File: src/rtl/ldpc_layer_sched_pkg.sv
// ---------------------------------------------------------------------------
// ldpc_layer_sched_pkg
// Shared LDPC decoder parameters for the layered scheduler:
//   - rate_e          : code-rate selector encoding (1/2, 5/8, 3/4, 13/16)
//   - LAYERS_PER_RATE : number of check-node layers for each code rate
//   - sched_state_e   : scheduler FSM states
//   - WIDTH_RATE/WIDTH_LAT : default widths of the rate and dwell inputs
// ---------------------------------------------------------------------------
package ldpc_layer_sched_pkg;

    localparam int WIDTH_RATE = 2;
    localparam int WIDTH_LAT  = 4;

    typedef enum logic [1:0] {
        RATE_1_2   = 2'd0,
        RATE_5_8   = 2'd1,
        RATE_3_4   = 2'd2,
        RATE_13_16 = 2'd3
    } rate_e;

    // Indexed by rate_e value.
    localparam int LAYERS_PER_RATE [4] = '{8, 6, 4, 3};

    typedef enum logic [2:0] {
        ST_IDLE = 3'd0,
        ST_COPY = 3'd1,
        ST_CHK  = 3'd2,
        ST_VAR  = 3'd3,
        ST_DONE = 3'd4
    } sched_state_e;

    function automatic int layers_for_rate(input logic [1:0] r);
        return LAYERS_PER_RATE[r];
    endfunction

endpackage

File: src/rtl/ldpc_layer_sched_dwell_cnt.sv
// ---------------------------------------------------------------------------
// ldpc_dwell_cnt
// Loadable down-counter timing one dwell period (a check-node layer or the
// variable-node phase). Loading value N-1 makes tc_o assert in the N-th cycle
// after the load edge. The counter rests at zero, so tc_o is high when idle.
// Ports:
//   clk        : clock, rising edge
//   rst_n_i    : synchronous active-low reset
//   load_i     : load load_val_i on the next edge (has priority)
//   load_val_i : dwell length minus one
//   tc_o       : terminal count (counter == 0)
// ---------------------------------------------------------------------------
module ldpc_dwell_cnt #(
    parameter int W = 4
) (
    input  logic         clk,
    input  logic         rst_n_i,
    input  logic         load_i,
    input  logic [W-1:0] load_val_i,
    output logic         tc_o
);

    logic [W-1:0] count_q;
    logic [W-1:0] count_d;

    always_comb begin
        count_d = count_q;
        if (load_i) begin
            count_d = load_val_i;
        end else if (count_q != '0) begin
            count_d = count_q - W'(1);
        end
    end

    always_ff @(posedge clk) begin
        if (!rst_n_i) begin
            count_q <= '0;
        end else begin
            count_q <= count_d;
        end
    end

    assign tc_o = (count_q == '0);

endmodule

File: src/rtl/ldpc_layer_sched.sv
// ---------------------------------------------------------------------------
// ldpc_layer_sched
// Layered-decoding scheduler for the 802.11ay LDPC decoder. Sequences the
// LLR copy, per-layer check-node processing and the variable-node update,
// counts iterations, terminates early on a passing syndrome and hands the
// result to the output stage with a done/acknowledge handshake.
// Ports:
//   clk, reset        : clock and synchronous active-low reset
//   validIn/llrInLast : start condition (last LLR beat of a codeword), IDLE only
//   rate, iterMax     : code rate and iteration limit, latched at start
//   chkLatency        : cycles per check-node layer, latched at start (0 -> 1)
//   vnLatency         : cycles of the variable-node phase, latched (0 -> 1)
//   syndrome(Valid)   : parity status, sampled in the last VAR cycle only
//   doneAck           : output stage took the result (DONE only)
//   CurrLayer/CurrIter: layer being processed / 1-based iteration
//   CopyLLRIn2LLRNew, ChkNInputValid, VarNInputValid : phase strobes
//   busy, decodeDone, decodeConverged : status
// ---------------------------------------------------------------------------
module ldpc_layer_sched
    import ldpc_layer_sched_pkg::*;
#(
    parameter int NUM_LAYERS_MAX  = 8,
    parameter int WIDTH_LAYER     = 3,
    parameter int WIDTH_ITERATION = 5,
    parameter int WIDTH_LAT       = ldpc_layer_sched_pkg::WIDTH_LAT,
    parameter int WIDTH_RATE      = ldpc_layer_sched_pkg::WIDTH_RATE
) (
    input  logic                       clk,
    input  logic                       reset,
    input  logic                       validIn,
    input  logic                       llrInLast,
    input  logic [WIDTH_RATE-1:0]      rate,
    input  logic [WIDTH_ITERATION-1:0] iterMax,
    input  logic [WIDTH_LAT-1:0]       chkLatency,
    input  logic [WIDTH_LAT-1:0]       vnLatency,
    input  logic                       syndrome,
    input  logic                       syndromeValid,
    input  logic                       doneAck,
    output logic [WIDTH_LAYER-1:0]     CurrLayer,
    output logic [WIDTH_ITERATION-1:0] CurrIter,
    output logic                       CopyLLRIn2LLRNew,
    output logic                       ChkNInputValid,
    output logic                       VarNInputValid,
    output logic                       busy,
    output logic                       decodeDone,
    output logic                       decodeConverged
);

    sched_state_e               state_q;
    logic [WIDTH_LAYER-1:0]     layer_q;
    logic [WIDTH_LAYER-1:0]     last_layer_q;
    logic [WIDTH_ITERATION-1:0] iter_q;
    logic [WIDTH_ITERATION-1:0] iter_max_q;
    logic [WIDTH_LAT-1:0]       chk_lat_q;
    logic [WIDTH_LAT-1:0]       vn_lat_q;
    logic                       copy_stb_q;
    logic                       chk_stb_q;
    logic                       var_stb_q;
    logic                       converged_q;

    logic                       dwell_load_d;
    logic [WIDTH_LAT-1:0]       dwell_val_d;
    logic                       dwell_tc;
    logic [WIDTH_LAYER-1:0]     start_last_layer_d;
    int                         rate_layers;

    // Layer count of the requested rate, bounded by the layer memory depth.
    always_comb begin
        rate_layers = layers_for_rate(2'(rate));
        if (rate_layers > NUM_LAYERS_MAX) begin
            rate_layers = NUM_LAYERS_MAX;
        end
        start_last_layer_d = WIDTH_LAYER'(rate_layers - 1);
    end

    // The dwell counter is (re)loaded whenever a new dwell period starts:
    // the first layer after COPY, each further layer, the VAR phase and the
    // first layer of a following iteration. Loads toward DONE are harmless.
    always_comb begin
        dwell_load_d = 1'b0;
        dwell_val_d  = chk_lat_q - WIDTH_LAT'(1);
        case (state_q)
            ST_COPY: dwell_load_d = 1'b1;
            ST_CHK: begin
                if (dwell_tc) begin
                    dwell_load_d = 1'b1;
                    if (layer_q == last_layer_q) begin
                        dwell_val_d = vn_lat_q - WIDTH_LAT'(1);
                    end
                end
            end
            ST_VAR:  dwell_load_d = dwell_tc;
            default: dwell_load_d = 1'b0;
        endcase
    end

    ldpc_dwell_cnt #(
        .W (WIDTH_LAT)
    ) u_dwell (
        .clk        (clk),
        .rst_n_i    (reset),
        .load_i     (dwell_load_d),
        .load_val_i (dwell_val_d),
        .tc_o       (dwell_tc)
    );

    always_ff @(posedge clk) begin
        if (!reset) begin
            state_q      <= ST_IDLE;
            layer_q      <= '0;
            last_layer_q <= '0;
            iter_q       <= '0;
            iter_max_q   <= '0;
            chk_lat_q    <= '0;
            vn_lat_q     <= '0;
            copy_stb_q   <= 1'b0;
            chk_stb_q    <= 1'b0;
            var_stb_q    <= 1'b0;
            converged_q  <= 1'b0;
        end else begin
            // Strobes are single-cycle unless re-armed below.
            copy_stb_q <= 1'b0;
            chk_stb_q  <= 1'b0;
            var_stb_q  <= 1'b0;
            case (state_q)
                ST_IDLE: begin
                    if (validIn && llrInLast) begin
                        state_q      <= ST_COPY;
                        copy_stb_q   <= 1'b1;
                        last_layer_q <= start_last_layer_d;
                        iter_max_q   <= (iterMax == '0) ? WIDTH_ITERATION'(1) : iterMax;
                        chk_lat_q    <= (chkLatency == '0) ? WIDTH_LAT'(1) : chkLatency;
                        vn_lat_q     <= (vnLatency == '0) ? WIDTH_LAT'(1) : vnLatency;
                    end
                end
                ST_COPY: begin
                    state_q   <= ST_CHK;
                    layer_q   <= '0;
                    iter_q    <= WIDTH_ITERATION'(1);
                    chk_stb_q <= 1'b1;
                end
                ST_CHK: begin
                    if (dwell_tc) begin
                        if (layer_q == last_layer_q) begin
                            // layer_q stays at the last layer through VAR.
                            state_q   <= ST_VAR;
                            var_stb_q <= 1'b1;
                        end else begin
                            layer_q   <= layer_q + WIDTH_LAYER'(1);
                            chk_stb_q <= 1'b1;
                        end
                    end
                end
                ST_VAR: begin
                    if (dwell_tc) begin
                        layer_q <= '0;
                        if (syndromeValid && !syndrome) begin
                            state_q     <= ST_DONE;
                            converged_q <= 1'b1;
                        end else if (iter_q == iter_max_q) begin
                            state_q     <= ST_DONE;
                            converged_q <= 1'b0;
                        end else begin
                            state_q   <= ST_CHK;
                            iter_q    <= iter_q + WIDTH_ITERATION'(1);
                            chk_stb_q <= 1'b1;
                        end
                    end
                end
                ST_DONE: begin
                    if (doneAck) begin
                        state_q     <= ST_IDLE;
                        iter_q      <= '0;
                        converged_q <= 1'b0;
                    end
                end
                default: state_q <= ST_IDLE;
            endcase
        end
    end

    assign CurrLayer        = layer_q;
    assign CurrIter         = iter_q;
    assign CopyLLRIn2LLRNew = copy_stb_q;
    assign ChkNInputValid   = chk_stb_q;
    assign VarNInputValid   = var_stb_q;
    assign busy             = (state_q == ST_COPY) || (state_q == ST_CHK) || (state_q == ST_VAR);
    assign decodeDone       = (state_q == ST_DONE);
    assign decodeConverged  = converged_q;

endmodule

File: config.mk
export PLATFORM = sky130hd
export DESIGN_NAME = ldpc_layer_sched
export DESIGN_NICKNAME = d
export VERILOG_FILES = /design/src/rtl/ldpc_layer_sched_pkg.sv /design/src/rtl/ldpc_layer_sched_dwell_cnt.sv /design/src/rtl/ldpc_layer_sched.sv
export SDC_FILE = /design/constraint.sdc
export NUM_CORES = 1
export LEC_CHECK = 0
export ABC_CLOCK_PERIOD_IN_PS = 2300
export CORE_ASPECT_RATIO = 1.5
export CORE_UTILIZATION = 54
export CTS_BUF_LIST = sky130_fd_sc_hd__clkbuf_8
export DETAILED_ROUTE_END_ITERATION = 8
export PLACE_DENSITY = 0.78
export SLEW_MARGIN = 0
export SYNTH_ARGS = -nofsm -noshare
export SYNTH_HDL_FRONTEND = slang
export SYNTH_SLANG_ARGS = --single-unit
File: constraint.sdc
create_clock -name clk -period 2.3 [get_ports clk]
set_input_delay 0.345 -clock clk [delete_from_list [all_inputs] [get_ports clk]]
set_output_delay 0.345 -clock clk [all_outputs]
set_load 0.01 [all_outputs]
== Word level (Yosys, flattened, before mapping) ==
Cells that the tools add are included.

* Add/sub/neg operators: 6
* Order comparisons: 2
* Equality and inequality tests: 15
* Multiplexer cells: 44
* Bitwise gates (word level): 1
* Reductions and logical operators: 22

{| class="wikitable"
|+ Operator list
! kind !! number
|-
| $bmux W32 S2 || 1
|-
| $mux W32 || 2
|-
| $mux W3 || 11
|-
| $gt A32 B5 Y1 const B || 1
|-
| $mux W4 || 7
|-
| $mux W5 || 5
|-
| $ne A2 B2 Y1 const B || 8
|-
| $pmux W3 S5 || 1
|-
| $pmux W5 S3 || 1
|-
| $logic_not A4 Y1 || 3
|-
| $mux W1 || 12
|-
| $sub A4 B1 Y4 const B || 3
|-
| $reduce_and A5 Y1 || 2
|-
| $pmux W3 S3 || 1
|-
| $reduce_and A4 Y1 || 2
|-
| $eq A3 B2 Y1 const B || 2
|-
| $pmux W1 S3 || 2
|-
| $reduce_bool A3 Y1 || 2
|-
| $add A5 B1 Y5 const B || 1
|-
| $eq A5 B5 Y1 || 1
|-
| $logic_not A5 Y1 || 1
|-
| $reduce_and A2 Y1 || 2
|-
| $reduce_bool A2 Y1 || 2
|-
| $reduce_bool A4 Y1 || 1
|-
| 14 further kinds || 16
|}

* Bits in registers: 35
* Output and inout port bits: 14
* Word-level logic and storage cells: 102

== Longest topological paths before layout ==
* Depth after elaboration: 7
* Mapped depth: 8

== Modules after synthesis ==
From an unflattened synthesis, not the netlist that was laid out.

* Cells, all modules: 215
* Area total of the unflattened synthesis: 1,874.3 µm²

{| class="wikitable"
|+ Modules (own cells, without submodules)
! module !! times used !! cells an instance !! area each (µm²) !! seq. area each (µm²)
|-
| ldpc_layer_sched || 1 || 192 || 1,644.1 || 620.6
|-
| ldpc_dwell_cnt || 1 || 23 || 230.2 || 80.1
|}

== Worst setup path after synthesis ==
OpenSTA, ideal clock, no wires.

* Path type: flip-flop to flip-flop
* From: reg u_dwell.count_q[0]
* To: reg u_dwell.count_q[1]
* Setup time: 0.070 ns
* Arrival: 1.713 ns
* Required time: 2.230 ns
* Setup slack: 0.517 ns
* Cell stages (with the launch flop): 8
* Period minus slack after synthesis: 1.783 ns
* Path through: dfxtp_1 inv_1 ha_1 or3b_1 buf_6 nor3_4 mux2_1 a21oi_1

* Longest elaborated chain between the ends: 4
* Elaborated cells between the ends (all ways): 10
* Those cells by class: 1 x add/sub; 6 x mux; 3 x reduce/logical

{| class="wikitable"
|+ Ends and longest elaborated chain
! item !! RTL line !! text
|-
| start, declared || ldpc_layer_sched_dwell_cnt.sv:23 || <nowiki>logic [W-1:0] count_q;</nowiki>
|-
| start signal, assigned || ldpc_layer_sched_dwell_cnt.sv:39 || <nowiki>count_q <= count_d;</nowiki>
|-
| parallel branches: the longest is 4 deep, another holds $sub A4 B1 Y4 || -- ||
|}

Parallel ways; which one is timed is not known. The select of a mux whose other input is x is not followed.
A chain may end at the register's enable or synchronous reset.

== Final worst setup path ==
* From: reg state_q[2]
* To: out busy

* Longest elaborated chain between the ends: 3
* Elaborated cells between the ends (all ways): 5
* Those cells by class: 3 x eq/ne; 2 x reduce/logical

{| class="wikitable"
|+ Ends and longest elaborated chain
! item !! RTL line !! text
|-
| start, declared || ldpc_layer_sched.sv:49 || <nowiki>sched_state_e state_q;</nowiki>
|-
| start signal, assigned || ldpc_layer_sched.sv:109 || <nowiki>state_q <= ST_IDLE;</nowiki>
|-
| start signal, assigned || ldpc_layer_sched.sv:128 || <nowiki>state_q <= ST_COPY;</nowiki>
|-
| start signal, assigned || ldpc_layer_sched.sv:137 || <nowiki>state_q <= ST_CHK;</nowiki>
|-
| $eq A3 B1 Y1 / $eq A3 B2 Y1 (equally long branches) || ldpc_layer_sched.sv:187 || <nowiki>assign busy = (state_q == ST_COPY) || (state_q == ST_CHK) || (state_q == ST_VAR);</nowiki>
|-
| $logic_or A1 B1 Y1 || ldpc_layer_sched.sv:187 ||
|-
| $logic_or A1 B1 Y1 * || ldpc_layer_sched.sv:187 ||
|-
| end, declared || ldpc_layer_sched.sv:44 || <nowiki>output logic busy,</nowiki>
|}

Mark *: on every way between the ends. The rest lies on a longest branch, timed or not.

==> impl_summary.md <==
Status
The flow ran to the end, and the final reports show no timing, DRC or antenna violations.

Synth
The cell count after synthesis is 223. When the netlist entered floorplanning its net count stood at 251. The cell taking the most area after synthesis is dfxtp_1.

The XOR/XNOR share of the synthesized area is 0.0691. The dominant combinational cell family by area after synthesis is simple AND/OR/NAND/NOR gates. The sequential cell area fraction in the yosys report is 0.368. After synthesis, the cell types taking the most area are dfxtp_1 (37%), nand2_1 (6.5%), xor2_1 (5.5%). The number of library cell types mapped by synthesis is 49. Of the total synthesized cell area, the portion taken by full adders, half adders and majority gates is 0.0395. The cell area after technology mapping is 1900 µm². In this run, synthesis produced a sequential element count of 35.

Of the total synthesized cell area, the portion taken by AND, OR, NAND and NOR gates is 0.282. The count of warnings emitted by yosys is 0. The number of synthesized flops with an enable pin is 0. The area share of the largest cell type after synthesis is 0.368. In the synthesized netlist the dominant register cell turns out to be dfxtp_1. The average instance in the mapped netlist occupies 8.53 µm². The async set-or-reset flop fraction in the synthesized netlist is 0. The post-synthesis mux area share is 0.0270.

The fraction of the mapped netlist area in compound gates is 0.165.

STA
Summed over all failing endpoints, the final setup total negative slack is 0 ns. The measured slew at the worst slew-check pin is 0.483 ns. The clock arrives with 0.00859 ns of skew. The final-report hold violation count is 0. Setup repair after global routing left no endpoint under its margin. The final number of setup-violating endpoints is 0. For the finished layout, the period the worst path requires is 2.08 ns. The worst pin sits at a relative slew slack of 0.670. After layout, the worst setup slack is 0.224 ns. Derived from the worst setup path, the maximum achievable clock frequency is 482 MHz.

In the finished design, the share of the clock period the worst path needs comes to 0.903. The max-slew violation total from the final report is 0.

Critical path
The number of buffers and inverters on the critical path is 1. The classification of the worst setup path is reg2out. The critical path startpoint category is a register. The largest single stage delay on the critical path is 0.61 ns. STA classifies the critical path endpoint as a primary output.

At the worst endpoint, the arrival time is 1.73 ns. The cell type group with the largest total delay on the critical path is buffers and inverters. The signal on the critical path passes through nor2_1 -> clkdlybuf4s50_1. Of all nets on the critical path, the largest fanout is 11. The critical path required time is 1.96 ns. The largest individual stage delay along the critical path comes from the cell clkdlybuf4s50_1.

Finish
The number of fill cells in the layout is 293. The number of antenna diodes in the final layout is 0. In the final layout, the share of cells above drive strength 1 is 0.110. In the layout the commonest cells are dfxtp_1 (35), clkdlybuf4s50_1 (35), nand2_1 (33).

The signed area change from the synthesized netlist to the final layout is 28.2%. At the end of the flow, the number of nets in the layout was 290.

Pwr
Of the total power, combinational logic draws 0.252. Of the total power, the clock network draws 0.360. Dividing total power by cell area gives a power density of 754 nW/µm². Of the total power, the share spent switching nets is 0.293. The analysis attributes to cell leakage a power of 0.938 nW. The part of the power in registers is 0.388. Internal power comes to 1.30 mW. The switching power summed over all nets is 0.538 mW.

VDD sags by at most 0.662 mV.

Placed design
The congestion estimate from routability-driven global placement came to 0.863. The final HPWL from detailed placement is 3.05 mm. Timing analysis after detailed placement gives a worst setup slack of 0.309 ns.

The count of buffers inserted at the top-level ports is 35.

Floorplanning
In this run the vertical extent of the chip is 74.7 µm. The full die area is 3770 µm². The starting density of the core is 0.562.

The die width is 50.5 µm. The core outline area is 3380 µm². Row generation in the floorplan step produced 26 rows.

The top-level I/O count is 36.

Global route
Summed over all layers, the global routing overflow is 0. The via count of the first global-routing pass is 1564. The first global-routing pass estimated 6.68 mm of wire.

The maximum number of pins on one net before global-route repair is 24. The initial antenna violation count was 0. Across every metal layer, demand over resource in global routing totals 0.236.

Route
The routed wire length is 4.07 mm. Dividing the detail-routed via count by the number of cells gives 5.58. The number of remaining DRC errors is 0. The total via count in the routed design is 1701. Dividing the detail-routed wire length by the instance count gives 13.3 µm. The number of iterations in the first detailed-routing pass is 4.

The first routing iteration left 43 violations. The count of nets left with antenna violations once routing finished came out at 0.

Clock tree
At the later pin of the worst-skew pair, clock insertion delay measures 0.29 ns. For this design, the sink count on the clock tree is 35. In this run the post-CTS setup repair buffer count came out at 0. The number of resized instances in the post-cts repair step is 0.

The H-tree generated during clock tree synthesis spans 2 levels. The clock transition at the registers of the reported paths is 0.08 ns. TritonCTS built the clock tree. The number of buffers added by the clock tree synthesis step is 5. The number of hold buffers added after cts is 0. The tree is rooted in a clkbuf_8.

The longest clock path from root to sink contains 2 buffers.

Job
The total of max-cap violations is 0.

Hold path
In this run the worst hold path is classified as reg2reg.
[cells by family after synthesis]
kind of cell,Yosys count
DFF,35
xor gates and xnor gates,15
and+or+nand+nor,96
muxes,5
adders and majority gates,6
buffers and inverters,20
AOI/OAI and AO/OA,46
[cell type report]
class                           instances  area, µm²  share of cell area
Inverter                               10       37.5              0.0154
Multi-Input combinational cell        168       1110               0.455
Timing Repair Buffer                   42        403               0.165
Sequential cell                        35        701               0.287
Clock buffer                            5       68.8              0.0282
Clock inverter                          3       67.6              0.0277
Tap cell                               42       52.6              0.0215
[metal layers]
metal	global-route usage	part of all wire	vias up
met1	0.266	0.44	800
met4	0.114	0.021	0
met3	0.0566	0.025	11
li1	-	-	858
met5	0	0	-
met2	0.416	0.52	32
[registers in the layout, summed over array words and instances, names as in the netlist]
register and flops:
vn_lat_q 4, VarNInputValid 1, chk_lat_q 4, decodeConverged 1
ChkNInputValid 1, iter_max_q 5, CurrLayer 3, u_dwell.count_q 4
CopyLLRIn2LLRNew 1, CurrIter 5, last_layer_q 3, state_q 3
[worst reg2reg max path, stage by stage, from the launching register on]
cell and delay, ns:
dfxtp_1 0.34, inv_1 0.09, ha_1 0.15, or3b_1 0.52
nor3_4 0.33, mux2_1 0.36, a21oi_1 0.13
[worst paths after layout]
path | start | endpoint | slack [ns] | cells past startpoint
setup / recovery | state_q[2]$_SDFFE_PN0P_ | busy | 0.22 | 2
hold / removal | iter_max_q[4]$_SDFFE_PN0P_ | iter_max_q[4]$_SDFFE_PN0P_ | 0.47 | 2
setup reg to reg | u_dwell.count_q[0]$_SDFFE_PN0P_ | u_dwell.count_q[1]$_SDFFE_PN0P_ | 0.32 | 6
hold reg to reg | iter_max_q[4]$_SDFFE_PN0P_ | iter_max_q[4]$_SDFFE_PN0P_ | 0.47 | 2
[cell usage after synthesis, types with 2 or more instances]
cell type and number:
nand3_1 2, and3_1 5, nor2_1 13, xor2_1 12
o21a_1 3, o21ai_1 3, nor3_4 2, a22oi_1 2
ha_1 6, nand4_1 2, clkbuf_1 5, buf_4 2
inv_1 10, dfxtp_1 35, nor4_1 3, nor3_1 13
o311ai_0 2, nor3b_1 3, nor2b_1 5, mux2i_1 4
nand2b_1 3, nand3_2 2, a21oi_1 19, buf_2 2
a211oi_1 5, o22ai_1 3, xnor2_1 3, nand2_1 33
[through the flow]
step	power, mW	utilization	area (µm²)	cells	hold WS (ns)
finish	1.84	0.721	2440	305	0.471
global route	1.93	0.721	2440	305	0.492
CTS	1.85	0.721	2440	305	0.474
detailed placement	1.19	0.680	2300	297	0.465
global placement	1.18	0.680	2300	297	0.457
floorplan	1.06	-	1900	223	0.441
[power groups by stage]
stage	combinational, mW	sequential [mW]	clock, mW
6_report	0.464	0.713	0.662
5_1_grt	0.516	0.717	0.700
4_1_cts	0.468	0.711	0.675
3_5_place_dp	0.463	0.725	0
3_3_place_gp	0.459	0.721	0
2_1_floorplan	0.342	0.715	0
Power figures use the tool's default switching activity.
